`config.mk`:
```
export PLATFORM = sky130hd
export DESIGN_NAME = comp4_share_ctrl
export DESIGN_NICKNAME = d
export VERILOG_FILES = /design/src/rtl/comp4_share_pkg.sv /design/src/rtl/comp4_core.sv /design/src/rtl/comp4_share_ctrl.sv
export SDC_FILE = /design/constraint.sdc
export NUM_CORES = 1
export LEC_CHECK = 0
export CORE_MARGIN = 2
export CORE_UTILIZATION = 45
export DETAILED_ROUTE_END_ITERATION = 10
export PLACE_DENSITY = 0.81
export SYNTH_ARGS = -nofsm -noshare
export SYNTH_HDL_FRONTEND = slang
export SYNTH_SLANG_ARGS = --single-unit
```
`constraint.sdc`:
```
create_clock -name clk -period 1.95 [get_ports clk]
set_input_delay 0.39 -clock clk [delete_from_list [all_inputs] [get_ports clk]]
set_output_delay 0.39 -clock clk [all_outputs]
set_load 0.03 [all_outputs]
```
`src/rtl/comp4_share_pkg.sv`:
```
// Shared definitions for the two-requester comparator controller:
// FSM state encoding, default operand width and grant counter width.
package comp4_share_pkg;

    localparam int DEFAULT_WIDTH = 4;
    localparam int CNT_WIDTH     = 8;

    typedef enum logic [1:0] {
        IDLE = 2'd0,
        CMP  = 2'd1,
        RESP = 2'd2
    } state_e;

endpackage

```
`src/rtl/comp4_core.sv`:
```
// Purely combinational unsigned magnitude comparator shared by both
// requesters. Exactly one of l, g, e is high for any operand pair.
module comp4_core
    import comp4_share_pkg::*;
#(
    parameter int WIDTH = DEFAULT_WIDTH
) (
    input  logic [WIDTH-1:0] a,
    input  logic [WIDTH-1:0] b,
    output logic             l,
    output logic             g,
    output logic             e
);

    assign l = (a <  b);
    assign g = (a >  b);
    assign e = (a == b);

endmodule

```
`src/rtl/comp4_share_ctrl.sv`:
```
// Two-requester front end around a single shared comparator.
// IDLE accepts one operand pair (round-robin on ties), CMP registers the
// comparison, RESP holds the result until the consumer takes it.
// Optional build macro COMP4_SHARE_STATS_EN adds saturating per-requester
// grant counters grant0_cnt / grant1_cnt.
module comp4_share_ctrl
    import comp4_share_pkg::*;
#(
    parameter int WIDTH = DEFAULT_WIDTH
) (
    input  logic             clk,
    input  logic             rst,
    input  logic             req0_valid,
    input  logic [WIDTH-1:0] req0_a,
    input  logic [WIDTH-1:0] req0_b,
    output logic             req0_ready,
    input  logic             req1_valid,
    input  logic [WIDTH-1:0] req1_a,
    input  logic [WIDTH-1:0] req1_b,
    output logic             req1_ready,
    output logic             rsp_valid,
    input  logic             rsp_ready,
    output logic             rsp_id,
    output logic             rsp_l,
    output logic             rsp_g,
    output logic             rsp_e
`ifdef COMP4_SHARE_STATS_EN
    ,
    output logic [CNT_WIDTH-1:0] grant0_cnt,
    output logic [CNT_WIDTH-1:0] grant1_cnt
`endif
);

    state_e           state;
    logic             last_grant;   // 1: requester 1 was granted most recently
    logic             id_q;
    logic [WIDTH-1:0] a_q;
    logic [WIDTH-1:0] b_q;
    logic             grant_any;
    logic             grant_id;
    logic             core_l;
    logic             core_g;
    logic             core_e;

    // Grant decision: only in IDLE outside reset; alternate on ties.
    always_comb begin
        // NOTE: defaults first so every path assigns every output -- no latch.
        grant_any = 1'b0;
        grant_id  = 1'b0;
        if (!rst && state == IDLE) begin
            grant_any = req0_valid | req1_valid;
            if (req0_valid && req1_valid)
                grant_id = ~last_grant;
            else
                grant_id = req1_valid;
        end
    end

    assign req0_ready = grant_any & ~grant_id;
    assign req1_ready = grant_any &  grant_id;
    assign rsp_valid  = (state == RESP);
    assign rsp_id     = id_q;

    comp4_core #(.WIDTH(WIDTH)) u_core (
        .a (a_q),
        .b (b_q),
        .l (core_l),
        .g (core_g),
        .e (core_e)
    );

    // Control state, arbitration history and the registered result flags.
    always_ff @(posedge clk) begin
        // NOTE: non-blocking assignments for all clocked state.
        if (rst) begin
            state      <= IDLE;
            last_grant <= 1'b1;
            id_q       <= 1'b0;
            rsp_l      <= 1'b0;
            rsp_g      <= 1'b0;
            rsp_e      <= 1'b0;
        end else begin
            case (state)
                IDLE: begin
                    if (grant_any) begin
                        id_q       <= grant_id;
                        last_grant <= grant_id;
                        state      <= CMP;
                    end
                end
                CMP: begin
                    rsp_l <= core_l;
                    rsp_g <= core_g;
                    rsp_e <= core_e;
                    state <= RESP;
                end
                RESP: begin
                    if (rsp_ready)
                        state <= IDLE;
                end
                default: state <= IDLE;
            endcase
        end
    end

    // Operand capture on the accept cycle.
    always_ff @(posedge clk) begin
        // NOTE: pure datapath registers carry no reset; the FSM never reads them stale.
        if (grant_any) begin
            a_q <= grant_id ? req1_a : req0_a;
            b_q <= grant_id ? req1_b : req0_b;
        end
    end

`ifdef COMP4_SHARE_STATS_EN
    // Saturating count of accept cycles per requester.
    always_ff @(posedge clk) begin
        if (rst) begin
            grant0_cnt <= '0;
            grant1_cnt <= '0;
        end else begin
            if (req0_ready && grant0_cnt != '1)
                grant0_cnt <= grant0_cnt + 1'b1;
            if (req1_ready && grant1_cnt != '1)
                grant1_cnt <= grant1_cnt + 1'b1;
        end
    end
`endif

endmodule

```
==> Word level (Yosys, flattened, before mapping) <==
Index checks and enable logic that the tools add are counted.
{ "word_totals": {"reg_bits": 15} }
{ "classes": {"order_cmp": 2, "n_eq_ne": 5, "muxes": 8, "n_bitwise": 5, "n_reduce_logical": 6} }
{ "op_table": {"columns": ["operator", "count"], "rows": [
  ["$mux 4", 2],
  ["$pmux 2 s3", 1],
  ["$eq 4x4->1", 1],
  ["$gt 4x4->1", 1],
  ["$lt 4x4->1", 1],
  ["$mux 2", 2],
  ["$reduce_and 2->1", 2],
  ["$mux 1", 3],
  ["$and 1x1->1", 2],
  ["$eq 2x1->1 const B", 1],
  ["$eq 2x2->1 const B", 1],
  ["$logic_and 1x1->1", 2],
  ["$logic_not 2->1", 1],
  ["$ne 2x1->1 const B", 1],
  ["$ne 2x2->1 const B", 1],
  ["$not 1->1", 2],
  ["$logic_not 1->1", 1],
  ["$or 1x1->1", 1]
]} }

==> Logic depth before layout (Yosys ltp) <==
{ "depth": {"ltp_word": 5, "ltp_mapped": 6} }

==> By module <==
Synthesis repeated with hierarchy kept, for this count alone.
{ "hier_totals": {"hier_cells": 60, "hier_area_um2": 743.2} }
{ "by_module_without_submodules": {"columns": ["module", "instances", "cells_each", "area_per_inst_um2", "seq_area_each_um2"], "rows": [
  ["comp4_share_ctrl", 1, 44, 614.3, 380.4],
  ["comp4_core", 1, 16, 128.9, 0.0]
]} }

==> Least setup slack after synthesis <==
No wires, ideal clock.
{ "synth_timing": {"path_kind": "input to output", "startpoint": "input port rst", "endpoint": "output port req0_ready", "arrival_time_ns": 1.128, "required_time_ns": 1.560, "path_slack_ns": 0.432, "cell_stages": 3, "path_cell_list": "nor3_4 o21ai_1 nor2_1"} }
{ "synth_via": {"elab_chain_len": 5} }
{ "synth_lines": {"columns": ["item", "line_no", "source"], "rows": [
  ["start, declared", "comp4_share_ctrl.sv:12", "input logic rst,"],
  ["$logic_not 1->1 (*)", "comp4_share_ctrl.sv:50", "if (!rst && state == IDLE) begin"],
  ["$logic_and 1x1->1 (*)", "comp4_share_ctrl.sv:50", null],
  ["$mux 1", "comp4_share_ctrl.sv:50", null],
  ["$not 1->1", "comp4_share_ctrl.sv:59", "assign req0_ready = grant_any & ~grant_id;"],
  ["$and 1x1->1 (*)", "comp4_share_ctrl.sv:59", null],
  ["end, declared", "comp4_share_ctrl.sv:16", "output logic req0_ready,"]
]} }
Every way passes the cells marked *; elsewhere a longest branch is shown, timed or not.

==> Final worst setup path <==
{ "layout_timing": {"startpoint": "input port req1_valid", "endpoint": "output port req1_ready"} }
{ "layout_via": {"elab_chain_len": 4} }
{ "layout_lines": {"columns": ["item", "line_no", "source"], "rows": [
  ["start, declared", "comp4_share_ctrl.sv:17", "input logic req1_valid,"],
  ["$logic_and 1x1->1", "comp4_share_ctrl.sv:52", "if (req0_valid && req1_valid)"],
  ["$mux 1", "comp4_share_ctrl.sv:52", null],
  ["$mux 1", "comp4_share_ctrl.sv:50", null],
  ["$and 1x1->1 (*)", "comp4_share_ctrl.sv:60", "assign req1_ready = grant_any & grant_id;"],
  ["end, declared", "comp4_share_ctrl.sv:20", "output logic req1_ready,"]
]} }
Marked as above.

==> results.toml <==
[final_layout]
instances_no_fill = 106
final_common_cell = "clkdlybuf4s50_1"
syn_to_final_growth_pct = 44.0
final_cell_mix = "24 x clkdlybuf4s50_1, 8 x inv_1, 8 x mux2_4, 8 x edfxtp_1, 7 x dfxtp_1"
antenna_cells = 0
final_core_util = 0.704
drive_gt1_frac = 0.256
stdcell_area_um2 = 1080
layout.nets = 116

[floorplanning]
core.rowCount = 14
die_w_um = 44.9
initial_core_util = 0.489
ioPinCount = 28
core_area_um2 = 1540
die_area_um2 = 2020
die_y_um = 44.9

[power]
netSwitchingFraction = 0.276
power_density_nw_per_um2 = 694
vdd_ir_drop_max_uv = 573
p_switching_mw = 0.208
p_clk_frac = 0.249
power_mw = 0.753
combPwrFrac = 0.251
p_leak_nw = 0.486
internal-power_mw = 0.545
seqPwrFrac = 0.499

[yosys]
synth-simple-area-share = 0.108
synth_xor_area_frac = 0
netlist_area_um2 = 753
synth_ff_type = "edfxtp_1"
synth_mux_area_frac = 0.159
synth_cell_types = 26
synthArstFlopShare = 0
synth_warnings = 0
synth.ff_latch_count = 15
synthesis.nets = 83
synth_compound_gate_area_share = 0.116
synth-edff-count = 8
synth_fa_ha_area_frac = 0.0664
ys_seq_area_frac = 0.505
netlist_instances = 58
synth_top_family_by_area = "multiplexers"
synth_area_per_cell_um2 = 13.0

[clock_tree]
clk_pin_slew_ps = 100
cts.sinks = 15
hold_buffers = 0
clk_latency_ps = 300
cts_root_buffer = "clkbuf_4"
post_cts_buffers = 0
cts_max_level = 1
cts_tree = "done"
cts_buffer_depth = 2
cts_made_buffers = 3

[worst_setup_path]
reg2reg_from = "state[1]"
path_class = "in -> out"
r2r-end = "a_q[2]"
required_ps = 1560
critPathMaxFanout = 9
r2r_cells = 3
critPathLaunchType = "input port"
worst_setup_path_end_kind = "primary output"
cp.arrival_ps = 1540
rrSetupSlack_ps = 590

[sta]
finalHoldViolCount = 0
fin_crit_ps = 1930
fin_skew_ps = 12.9
finalMaxSlewViolations = 0
period_share = 0.989
fmax_mhz = 519
worst_pin_slew_ps = 314
setup_viol = 0
relSlewSlack = 0.790
setup-tns-final_ps = 0
timing.final.ws_setup_ps = 22.1
hold_ws_ps = 475

[hold_path]
worstHoldEndpoint = "rsp_l"
min_from = "rsp_l"
hold_path_depth = 2
hold_class = "reg -> reg"

[placement]
routabilityCongestion = 0.749
dp_slack_ps = 44.9
post-dp-hpwl_mm = 1.11
dpl_cell_area_um2 = 1050
io_buffers = 27
dp_cells = 102

[detailed_routing]
wire_per_inst_um = 13.1
routed_wl_mm = 1.39
viasPerCell = 5.23
ant_nets = 0
drt_iter0_markers = 8
vias = 554
drc_errors = 0
firstDrtPassIters = 4

[run]
cap_violations = 0

[global_route]
grt_overflow = 0
grt_pass1_vias = 532
antenna_found_initial = 0
grt_max_degree = 11
grt_first_pass_wirelength_mm = 2.24
track_usage = 0.164

[run_status]
status = "finished, final reports clean"
## area by class of cell
cell class              instances  area [µm²]
clock buffers                   3        22.5
clock inverters                 1        6.26
fillers                       119         457
inverters                       9        33.8
multi-input cells              34         350
flip-flops and latches         15         380
well taps                      16        20.0
repair buffers                 28         272
## synth_stat cells (3+ instances only)
library cell	number	area (µm²)
dfxtp_1	7	140
inv_1	8	30.0
a21oi_1	3	15.0
mux2_4	8	120
edfxtp_1	8	240
ha_1	4	50.1
## logic make-up (layout without fill, tap and decap cells)
logic type	Yosys count	count (layout)
buffers and inverters	9	41
AO/OA/AOI/OAI	11	11
adder cells (fa/ha/maj)	4	4
AND/OR/NAND/NOR	11	11
flip-flops	15	15
multiplexers	8	8
## how the worst max path moves through the flow
stage / startpoint / endpoint / slack [ps]
final: req1_valid / req1_ready / 20
after global placement: req1_valid / req1_ready / 80
after CTS: rst / req0_ready / 30
after detailed placement: rst / req0_ready / 40
after floorplan: rst / req0_ready / 430
after global routing: req1_valid / req1_ready / -7
## metal layers
metal	vias to the layer above	GRT usage	share of wire
met3	5	0.0480	0.058
met2	21	0.284	0.50
met5	-	0	0
li1	270	-	-
met1	258	0.171	0.42
met4	0	0.106	0.028
## sequential cells by signal, indices dropped and copies added (netlist names)
signal      cells
rsp_l           1
rsp_id          1
rsp_e           1
rsp_g           1
b_q             4
a_q             4
state           2
last_grant      1
## power by group through the flow
stage               Clock [mW]  Sequential (mW)  Combinational (mW)
finish                   0.188            0.376               0.189
global route             0.199            0.379               0.204
CTS                      0.190            0.375               0.187
detailed placement           0            0.382               0.187
global placement             0            0.381               0.182
floorplan                    0            0.395              0.0922
## worst max-delay path: stages
cell and delay [ps]:
clkdlybuf4s50_1 510, a21boi_4 230, nand2_4 140, inv_2 100
buf_4 160
## what timing repair did
item	in CTS	in global routing
endpoints found under the setup margin	1	2
resized for setup	1	2
pin swaps	0	0
No activity file was read; power rests on OpenSTA's default activity.
==> edit 1 (config.mk and constraints unchanged) <==
Add a define of `COMP4_SHARE_STATS_EN`.
--- a/src/rtl/comp4_share_ctrl.sv
+++ b/src/rtl/comp4_share_ctrl.sv
@@ -5,2 +5,4 @@
 // grant counters grant0_cnt / grant1_cnt.
+`define COMP4_SHARE_STATS_EN
+
 module comp4_share_ctrl
Check against the original RTL (old outputs only; new: grant0_cnt and grant1_cnt): equivalent (equiv_simple and equiv_induct, registers matched by name and starting in step).
==> edit 1 against the original RTL <==
Non-clock buffer count grew 34; worst setup slack better by 0.026 ns; routed wire length increased by 140%; total power is 74% higher; largest cell class is now multi-input combinational cells; final cell count grew to 2.7 times the old value; largest power group unchanged; design area grew 100%; area after synthesis rose by 100%; sequential cell count grew 16.
==> edit 1: results (changes against the original RTL) <==
| Metric | Value |
|---|---|
| Run status | `completed` |
| Stage delay of the slowest cell on the critical path | `0.45 ns (-0.06 ns)` |
| Number of buffers created by CTS | `5 (+2)` |
| Placed Cells incl. Taps | `271 (+170%)` |
| Synthesized area per cell | `8.79 sq um (-32%)` |
| Cell area after placement | `2080 sq um (+99%)` |
| Cell types with the highest counts after synthesis | `sky130_fd_sc_hd__nand2_1, sky130_fd_sc_hd__dfxtp_1, sky130_fd_sc_hd__inv_1, sky130_fd_sc_hd__o21ai_0, sky130_fd_sc_hd__nor2_1` |
| Largest net degree at the start of global routing | `20 (+9)` |
| Maximum net fanout on the critical path | `2 (-7)` |
| Depth of the worst register-to-register path | `5 (+2)` |
| Number of distinct library cell variants in the gate-level netlist after synthesis | `40 (+54%)` |
| Total track usage | `19.1% (+2.7 points)` |
| Endpoint of the lowest-slack register-to-register path | `grant1_cnt[3]$_SDFFE_PP0P_` |
| Worst Hold End | `state[0]$_SDFFE_PP0P_` |
| Hold/Removal Path Class | `primary input to register` |
| Power drawn by the clock network | `0.343 mW (+82%)` |
| Syn Nets | `199 (+140%)` |
| Max_slew headroom | `74.0% (-5.0 points)` |
| Total wirelength of the detailed-routed design | `3390 um (+140%)` |
| Routability Congestion | `0.853 (+14%)` |
| Total net switching power | `0.350 mW (+68%)` |
| Synthesized-area fraction occupied by adder cells | `4.96% (-1.7 points)` |
| Top flop regs | `grant0_cnt x8, grant1_cnt x8` |
| Detailed Place HPWL | `2510 um (+130%)` |
| Wire length of the first global-routing pass | `5350 um (+140%)` |
| R2R setup slack | `0.22 ns (-0.37 ns)` |
| Static Leak | `0.870 nW (+79%)` |
| Internal Power | `0.958 mW (+76%)` |
| Top FF cell, synth | `sky130_fd_sc_hd__dfxtp_1` |
| Worst-case vdd ir drop | `0.355 mV (-38%)` |
| Setup slack at placement | `-0.191 ns (-0.236 ns)` |
| Synthesized-area fraction occupied by ao, oa, aoi and oai cells | `15.3% (+3.7 points)` |
| Beginning of the worst register-to-register path | `state[0]$_SDFFE_PP0P_` |
| Detailed-route vias per instance | `5.22 (-0.18%)` |
| Via count of the first global-routing pass | `1272 (+140%)` |
-- edit 1: cell types whose count changed after synthesis, moves of 4 or more --
cell / before / now
sky130_fd_sc_hd__nor3_1: 1 / 8
sky130_fd_sc_hd__nand4_1: 0 / 5
sky130_fd_sc_hd__a21oi_1: 3 / 7
sky130_fd_sc_hd__mux2_4: 8 / 0
sky130_fd_sc_hd__o41ai_1: 0 / 4
sky130_fd_sc_hd__and3_1: 0 / 4
sky130_fd_sc_hd__nor2_1: 1 / 10
sky130_fd_sc_hd__dfxtp_1: 7 / 23
sky130_fd_sc_hd__nand2_1: 1 / 31
sky130_fd_sc_hd__o21ai_0: 1 / 11
-- edit 1: area by class of cell --
type / instances / area (sq um)
fill: 273 / 1110
timing repair buffer: 62 / 572
sequential: 31 / 702
inverter: 11 / 41.3
tap: 46 / 57.6
multi-input combinational: 123 / 751
clock buffer: 6 / 41.3
clock inverter: 2 / 7.51
-- edit 1: routing by layer --
layer  global-route usage [%]  routed length, um  vias to the layer above
met5                        0                  0                        -
met4                     10.0                 82                        0
met3                     4.76                125                        7
met2                     30.8               1640                       40
met1                     23.4               1540                      674
li1                         -                  -                      745
-- edit 1: cells by family (layout without fill, tap and decap cells) --
group | after synthesis | count (layout)
AO/OA/AOI/OAI | 35 | 35
adder cells (fa/ha/maj) | 6 | 6
buffers and inverters | 18 | 81
multiplexers | 4 | 4
AND/OR/NAND/NOR | 78 | 78
flip-flops | 31 | 31
-- edit 1: repair_timing --
action | in CTS | in global routing
pin swaps | 2 | 0
resized for setup | 7 | 3
buffers inserted | 2 | 0
endpoints found under the setup margin | 2 | 1
==> edit 2 (same settings) <==
Made on the original files. The 3 states of `state_e` get a one-hot encoding in 3 bits.
--- a/src/rtl/comp4_share_pkg.sv
+++ b/src/rtl/comp4_share_pkg.sv
@@ -7,6 +7,6 @@
 
-    typedef enum logic [1:0] {
-        IDLE = 2'd0,
-        CMP  = 2'd1,
-        RESP = 2'd2
+    typedef enum logic [2:0] {
+        IDLE = 3'b001,
+        CMP  = 3'b010,
+        RESP = 3'b100
     } state_e;
Formal check against the unedited RTL: no difference found for any inputs over 10 cycles, from zero or initial values and one cycle with rst high; not proved beyond that.
==> edit 2 against the original RTL <==
Non-clock buffer count grew 5; total power grew 1.5%; routed wire length grew 6.6%; sequential power grew 5.9%; sequential cell count grew 1; utilization grew 2.0 points; area after synthesis grew 2.3%; hold slack lost 0.0022 ns; design area grew 4.0%; global-route usage grew 1.4 points; synthesized cell count grew 12%; worst setup slack gained 0.076 ns; register-to-register slack lost 0.24 ns; final cell count grew 10%.
==> edit 2: results (changes against the original RTL) <==
| Metric | Value |
|---|---|
| Post-synth EDFFs | `8 (unchanged)` |
| Via count of the first global-routing pass | `576 (+8.3%)` |
| GR met1 Demand/Resource | `19.2% (+2.1 points)` |
| Wire length of the first global-routing pass | `2470 um (+11%)` |
| Detailed-route via count | `617 (+11%)` |
| Cell types with the highest counts after synthesis | `sky130_fd_sc_hd__dfxtp_1, sky130_fd_sc_hd__edfxtp_1, sky130_fd_sc_hd__mux2_2` |
| Pre-antenna DRT Iters | `3 (-1)` |
| Number of distinct library cell variants in the gate-level netlist after synthesis | `23 (-12%)` |
| Transition time at the pin with the least slew margin | `0.312 ns (-0.00203 ns)` |
| Arrival time reported for the critical path endpoint | `1.46 ns (-0.08 ns)` |
| Detailed Place HPWL | `1180 um (+6.6%)` |
| Layout cells sized above 1 | `22.8% (-2.8 points)` |
| Endpoint of the lowest-slack register-to-register path | `a_q[1]$_DFFE_PN_` |
| Run status | `completed` |
| Number of DRC markers in iteration 0 | `1 (-7)` |
| Synthesized area per cell | `11.9 sq um (-8.7%)` |
| Worst-case vdd ir drop | `0.599 mV (+4.4%)` |
| Placed Cells incl. Taps | `112 (+9.8%)` |
| Routability Congestion | `0.696 (-7.2%)` |
| Met3 Track Usage GR | `4.76% (-0.038 points)` |
| Most area-consuming cells after synthesis | `sky130_fd_sc_hd__edfxtp_1, sky130_fd_sc_hd__dfxtp_1, sky130_fd_sc_hd__mux2_2` |
| R2R setup slack | `0.35 ns (-0.24 ns)` |
| Top flop regs | `a_q x4, b_q x4, state x3` |
| Total track usage | `17.8% (+1.4 points)` |
| Synthesized-area fraction occupied by adder cells | `6.49% (-0.15 points)` |
| Mux share of post-synthesis cell area | `13.0% (-3.0 points)` |
| Synthesized-area fraction occupied by ao, oa, aoi and oai cells | `9.74% (-1.9 points)` |
| Met2 track utilization from global routing | `29.9% (+1.5 points)` |
| Syn Nets | `90 (+8.4%)` |
| Depth of the worst register-to-register path | `5 (+2)` |
| Clock Skew | `0.00219 ns (-0.0107 ns)` |
| Part of the Yosys area used for sequential elements | `51.9% (+1.4 points)` |
| Final net count | `127 (+9.5%)` |
| Clock-pin slew reported for the worst setup and hold paths after clock tree synthesis | `0.09 ns` |
| Mean routed wirelength per cell | `12.6 um (-3.4%)` |
| Total wirelength of the detailed-routed design | `1480 um (+6.6%)` |
[edit 2: cell count changes after synthesis, moves of 2 or more]
cell                      change
sky130_fd_sc_hd__mux2_2       +8
sky130_fd_sc_hd__mux2_4       -8
sky130_fd_sc_hd__nand2_1      +2
sky130_fd_sc_hd__nor2_1       +3
sky130_fd_sc_hd__nor3b_1      +2
sky130_fd_sc_hd__o21a_1       +2
sky130_fd_sc_hd__o21ai_0      +2
[edit 2: where the power goes]
group	internal (mW)	switching (mW)	total, mW
Combinational	0.104	0.0799	0.184
Clock	0.0797	0.103	0.182
Sequential	0.383	0.0144	0.398
Total	0.567	0.197	0.764
[edit 2: timing repair]
action | 4_1_cts | 5_1_grt
endpoints found under the setup margin | 3 | 1
setup buffers | 1 | 0
gates resized for setup | 3 | 0
pin swaps | 1 | 1
[edit 2: worst max path at each step]
stage | to | cells after the start | slack, ns | from
after detailed placement | req1_ready | 6 | -0.16 | rst
after global placement | req1_ready | 6 | -0.12 | rst
after floorplan | req0_ready | 3 | 0.02 | rst
after CTS | req0_ready | 4 | 0.07 | state[1]$_SDFFE_PP0P_
after global routing | req0_ready | 4 | 0.005 | state[2]$_SDFFE_PP0P_
final | req0_ready | 5 | 0.1 | rst
[edit 2: critical path: stages]
cell and delay, ns:
sky130_fd_sc_hd__dlygate4sd2_1 0.27, sky130_fd_sc_hd__nor4b_4 0.31, sky130_fd_sc_hd__o21a_1 0.18, sky130_fd_sc_hd__a21boi_2 0.17, sky130_fd_sc_hd__buf_6 0.14
[edit 2: cell families after synthesis]
logic type      after synthesis
buf+inv                       8
compound gates               12
fa+ha+maj                     4
mux                           9
simple gates                 16
flops                        16
[edit 2: area by class of cell]
class	count	area [sq um]	share of cell area (%)
well taps	16	20.0	1.77
repair buffers	33	312	27.6
flip-flops and latches	16	400	35.5
inverters	7	26.3	2.33
multi-input cells	41	344	30.5
clock buffers	4	26.3	2.33
[edit 2: through the flow]
stage	setup TNS (ns)	area, sq um	hold WS [ns]	utilization [%]
2_1_floorplan	0	774	0.452	-
3_3_place_gp	-0.653	1090	0.453	70.1
3_5_place_dp	-0.955	1090	0.464	70.1
4_1_cts	0	1130	0.475	72.4
5_1_grt	0	1130	0.494	72.4
6_report	0	1130	0.473	72.4
[edit 2: per-layer routing]
metal  up-vias  wire [um]
met3         5         64
met1       288        589
met4         0         42
li1        307          -
met2        17        780
met5         -          0
